<file path="src/rtl/serializer_p.sv">
`default_nettype none
// ============================================================================
// Module   : serializer_p
// Purpose  : Parallel-to-serial converter with selectable bit order, a
//            variable packet length, a last-bit marker and downstream
//            ready/valid backpressure. The word is captured once at
//            acceptance, so later changes on data_i have no effect.
// Revision : 1.0 - initial parametrised release
// ============================================================================
module serializer_p #(
  parameter int DATA_W    = 16,
  parameter int MOD_W     = $clog2(DATA_W),
  parameter int MIN_MOD   = 3,
  parameter bit MSB_FIRST = 1'b1
) (
  input  logic              clk_i,
  input  logic              srst_i,
  input  logic [DATA_W-1:0] data_i,
  input  logic [MOD_W-1:0]  data_mod_i,
  input  logic              data_val_i,
  input  logic              ser_data_ready_i,
  output logic              ser_data_o,
  output logic              ser_data_val_o,
  output logic              ser_data_last_o,
  output logic              busy_o
);

  // Counter constants; the counter is one bit wider than data_mod_i so it
  // can hold a full-word length.
  localparam logic [MOD_W:0] CNT_ONE  = (MOD_W+1)'(1);
  localparam logic [MOD_W:0] CNT_TWO  = (MOD_W+1)'(2);
  localparam logic [MOD_W:0] CNT_FULL = (MOD_W+1)'(DATA_W);
  localparam logic [MOD_W:0] MIN_LEN  = (MOD_W+1)'(MIN_MOD);

  typedef enum logic [0:0] {
    ST_IDLE  = 1'b0,
    ST_SHIFT = 1'b1
  } state_t;

  state_t state, state_nxt;

  // Shift register holds the bits still to be presented after the current
  // one; the current bit lives in ser_data_o itself.
  logic [DATA_W-1:0] shift_reg, shift_reg_nxt;
  logic [MOD_W:0]    cnt, cnt_nxt;
  logic              ser_nxt, val_nxt, last_nxt, busy_nxt;

  logic [MOD_W:0]    len;
  logic              len_legal;
  logic              xfer;

  // Bit-order specific taps: the first bit of a fresh word, the word with
  // that bit removed, and the same two views of the stored shift register.
  logic              data_head;
  logic [DATA_W-1:0] data_rest;
  logic              reg_head;
  logic [DATA_W-1:0] reg_rest;

  generate
    if (MSB_FIRST) begin : g_msb_first
      assign data_head = data_i[DATA_W-1];
      assign data_rest = {data_i[DATA_W-2:0], 1'b0};
      assign reg_head  = shift_reg[DATA_W-1];
      assign reg_rest  = {shift_reg[DATA_W-2:0], 1'b0};
    end else begin : g_lsb_first
      assign data_head = data_i[0];
      assign data_rest = {1'b0, data_i[DATA_W-1:1]};
      assign reg_head  = shift_reg[0];
      assign reg_rest  = {1'b0, shift_reg[DATA_W-1:1]};
    end
  endgenerate

  // A zero length field means a full word; short non-zero lengths are illegal.
  assign len       = (data_mod_i == '0) ? CNT_FULL : {1'b0, data_mod_i};
  assign len_legal = (data_mod_i == '0) || ({1'b0, data_mod_i} >= MIN_LEN);
  assign xfer      = ser_data_val_o && ser_data_ready_i;

  // Next-state and next-output decode; every target holds by default.
  always_comb begin
    state_nxt     = state;
    shift_reg_nxt = shift_reg;
    cnt_nxt       = cnt;
    ser_nxt       = ser_data_o;
    val_nxt       = ser_data_val_o;
    last_nxt      = ser_data_last_o;
    busy_nxt      = busy_o;

    unique case (state)
      ST_IDLE: begin
        // Outputs are already zero in IDLE; only a legal valid word moves us.
        if (data_val_i && len_legal) begin
          state_nxt     = ST_SHIFT;
          shift_reg_nxt = data_rest;
          cnt_nxt       = len;
          ser_nxt       = data_head;
          val_nxt       = 1'b1;
          busy_nxt      = 1'b1;
          last_nxt      = (len == CNT_ONE);
        end
      end

      ST_SHIFT: begin
        // New words are ignored here; only a completed transfer advances.
        if (xfer) begin
          if (cnt == CNT_ONE) begin
            state_nxt     = ST_IDLE;
            shift_reg_nxt = '0;
            cnt_nxt       = '0;
            ser_nxt       = 1'b0;
            val_nxt       = 1'b0;
            last_nxt      = 1'b0;
            busy_nxt      = 1'b0;
          end else begin
            shift_reg_nxt = reg_rest;
            cnt_nxt       = cnt - CNT_ONE;
            ser_nxt       = reg_head;
            last_nxt      = (cnt == CNT_TWO);
          end
        end
      end

      default: begin
        state_nxt = ST_IDLE;
      end
    endcase
  end

  // State, datapath and registered outputs; reset discards any packet.
  always_ff @(posedge clk_i) begin
    if (srst_i) begin
      state           <= ST_IDLE;
      shift_reg       <= '0;
      cnt             <= '0;
      ser_data_o      <= 1'b0;
      ser_data_val_o  <= 1'b0;
      ser_data_last_o <= 1'b0;
      busy_o          <= 1'b0;
    end else begin
      state           <= state_nxt;
      shift_reg       <= shift_reg_nxt;
      cnt             <= cnt_nxt;
      ser_data_o      <= ser_nxt;
      ser_data_val_o  <= val_nxt;
      ser_data_last_o <= last_nxt;
      busy_o          <= busy_nxt;
    end
  end

endmodule
`default_nettype wire

</file>
<file path="config.mk">
export PLATFORM = sky130hd
export DESIGN_NAME = serializer_p
export DESIGN_NICKNAME = d
export VERILOG_FILES = /design/src/rtl/serializer_p.sv
export SDC_FILE = /design/constraint.sdc
export NUM_CORES = 1
export LEC_CHECK = 0
export BUFFER_PORTS_ARGS = -buffer_cell sky130_fd_sc_hd__buf_2
export CORE_MARGIN = 4
export CORE_UTILIZATION = 52
export CTS_CLUSTER_SIZE = 8
export DETAILED_ROUTE_END_ITERATION = 10
export PLACE_DENSITY = 0.78
export SLEW_MARGIN = 20
export SYNTH_ARGS = -nofsm -noshare
export SYNTH_HDL_FRONTEND = slang
export SYNTH_SLANG_ARGS = --single-unit
export TNS_END_PERCENT = 1
</file>
<file path="constraint.sdc">
create_clock -name clk_i -period 1.94 [get_ports clk_i]
set_input_delay 0.097 -clock clk_i [delete_from_list [all_inputs] [get_ports clk_i]]
set_output_delay 0.097 -clock clk_i [all_outputs]
set_load 0.1 [all_outputs]
</file>
==> impl_metrics.env <==
export IMPL_grt_pass1_wl_um=5020
export IMPL_crit_required_ns=2.20
export IMPL_synthCells=132
export IMPL_yosysMostFrequentCell="dfxtp_1"
export IMPL_synth_distinct_cells=33
export IMPL_min_from="srst_i"
export IMPL_total_power_mw=1.28
export IMPL_yosys_warnings=0
export IMPL_first_pass_iters=4
export IMPL_synth_async_reset_ratio_pct=0
export IMPL_arrival_ns=2.02
export IMPL_rsz0062_at_grt="false"
export IMPL_antenna_found_initial=0
export IMPL_cts_tree="done"
export IMPL_r2r_cells=6
export IMPL_slew_viol_final=0
export IMPL_core_area_mm2=0.00219
export IMPL_tightest_slew_ns=0.709
export IMPL_grt_overflow=0
export IMPL_cp_num_cells=6
export IMPL_relSlewSlack_pct=52.7
export IMPL_critical_path_class="flop to flop"
export IMPL_synth_nets=159
export IMPL_rrSetupSlack_ns=0.17
export IMPL_cp_num_buf_inv=1
export IMPL_grt_pass1_vias=1127
export IMPL_cts_sinks=24
export IMPL_setup_viol=0
export IMPL_yosys_top_cells_count="24 x dfxtp_1, 22 x a21oi_1, 18 x o31ai_1"
export IMPL_syn_area_mm2=0.00119
export IMPL_ys_seq_elements=24
export IMPL_drc=0
export IMPL_placed_cells=182
export IMPL_synth_largest_area_cell="dfxtp_1"
export IMPL_drive_gt1_share_pct=27.7
export IMPL_area_growth_pct=19.1
export IMPL_vias_per_cell=6.07
export IMPL_r2r_end="shift_reg[6]"
export IMPL_fin_skew_ns=0.00296
export IMPL_port_buffers=27
export IMPL_holdPathEnd="cnt[0]"
export IMPL_p_per_area_mw_per_mm2=900
export IMPL_path_max_fanout=18
export IMPL_worstSkewPairLatency_ns=0.32
export IMPL_cp_start_kind="flop"
export IMPL_finalHoldViolCount=0
export IMPL_ios=28
export IMPL_max_stage_delay_ns=0.55
export IMPL_clkTransAtPathRegs_ns=0.13
export IMPL_pre_cts_ws_ns=-0.127
export IMPL_ir_drop_mv=0.645
export IMPL_cts_setup_buffers=0
export IMPL_yosysSeqAreaShare_pct=40.3
export IMPL_start_util_pct=54.5
export IMPL_fin_util_pct=64.9
export IMPL_fp_dieH_um=55.9
export IMPL_drt_iter0_markers=31
export IMPL_dpl_cell_area_mm2=0.00136
export IMPL_tns_ns=0
export IMPL_crit_chain="inv_1 > ha_1 > nor4b_2 > nor2_2 > a22oi_1 > a21oi_1"
export IMPL_fin_area_mm2=0.00142
export IMPL_final_nets=187
export IMPL_r2r_start="cnt[1]"
export IMPL_layout_cells_non_filler=187
export IMPL_syn_avg_cell_area_um2=9.04
export IMPL_ys_flop_type="dfxtp_1"
export IMPL_grt_max_degree=25
export IMPL_antennaDiodeCount=0
export IMPL_die_w_um=55.9
export IMPL_fin_ws_ns=0.173
export IMPL_cts_buffers=3
export IMPL_synthDominantCellAreaShare_pct=40.3
export IMPL_outcome="finished clean"
export IMPL_grt_util_all_layers_pct=19.3
export IMPL_wirelength_um=2800
export IMPL_root_buffer="clkbuf_4"
export IMPL_fin_crit_sh_pct=91.1
export IMPL_fmax_mhz=566
export IMPL_crit_slowest_cell="nor2_2"
export IMPL_power_leakage_nw=0.603
export IMPL_yosys_top_cells_area="dfxtp_1 40%, o31ai_1 11%, a22oi_1 10%"
export IMPL_synth_edf_count=0
export IMPL_vias=1136
export IMPL_rows=17
export IMPL_cts_buffer_depth=2
export IMPL_crit_path_end_kind="flop"
export IMPL_cts_max_level=1
export IMPL_die_area_mm2=0.00313
export IMPL_finalWorstPathRequiredPeriod_ns=1.77
export IMPL_largest_register_ffs=15
export IMPL_hold_path_class="primary input to flop"
export IMPL_cp_top_family="simple AND/OR/NAND/NOR gates"
export IMPL_hpwl_um=1960
export IMPL_antenna_left=0
export IMPL_cap_viol_max_count=0
export IMPL_wl_per_cell_um=15.0
export IMPL_gp_congestion=0.806
export IMPL_hold_slack_ns=0.0459
export IMPL_whs_path_depth=2
## worst max path at each step
stage               startpoint             to  slack (ns)
global route            cnt[1]  shift_reg[11]       0.001
detailed placement      cnt[1]  shift_reg[14]       -0.13
global placement        cnt[1]  shift_reg[11]       -0.04
CTS                     cnt[1]  shift_reg[14]        0.18
floorplan               busy_o         cnt[2]        0.23
finish                  cnt[1]   shift_reg[6]        0.17
## area by class of cell
cell class | instances | area [µm²]
multi-input combinational | 91 | 632
sequential | 24 | 482
inverter | 4 | 15.0
timing repair buffer | 36 | 205
clock buffer | 3 | 22.5
tap | 28 | 35.0
fill | 198 | 769
clock inverter | 1 | 30.0
## logic make-up after synthesis
family,count (synthesis),synth area share (%)
AO/OA/AOI/OAI,65,37.6
XOR/XNOR,3,2.20
adder cells (fa/ha/maj),3,3.14
buffers and inverters,17,7.02
flip-flops,24,40.3
AND/OR/NAND/NOR,20,9.75
## what timing repair did
item                                    CTS  global route
endpoints found under the setup margin   18             0
endpoints found under the hold margin     1             0
hold buffers                              1             0
gates resized for setup                   1             0
## metal layers
metal  up-vias  GRT usage (%)  part of all wire, %
met5         -              0                    0
met4         0           7.46                  1.6
met3         5           2.78                  4.7
met2        30           32.3                   46
met1       535           25.0                   47
li1        566              -                    -
## worst reg2reg max path, cell delays in order, from the launching register on
cell and delay, ns:
dfxtp_1 0.40, inv_1 0.08, ha_1 0.17, nor4b_2 0.16, nor2_2 0.55, a22oi_1 0.15
a21oi_1 0.19
## power by group
| group | total [mW] | internal, mW | switching (mW) |
|---|---|---|---|
| Sequential | 0.584 | 0.545 | 0.0389 |
| Combinational | 0.331 | 0.128 | 0.204 |
| Clock | 0.363 | 0.209 | 0.154 |
| Total | 1.28 | 0.882 | 0.397 |
## layout by cell type (no fill, tap or decap), types with 8 or more instances in the layout
master	netlist	routed
a21oi_1	22	22
a22oi_1	16	16
buf_2	1	27
buf_4	1	8
dfxtp_1	24	23
o31ai_1	18	18
No activity file was read; power rests on OpenSTA's default activity.
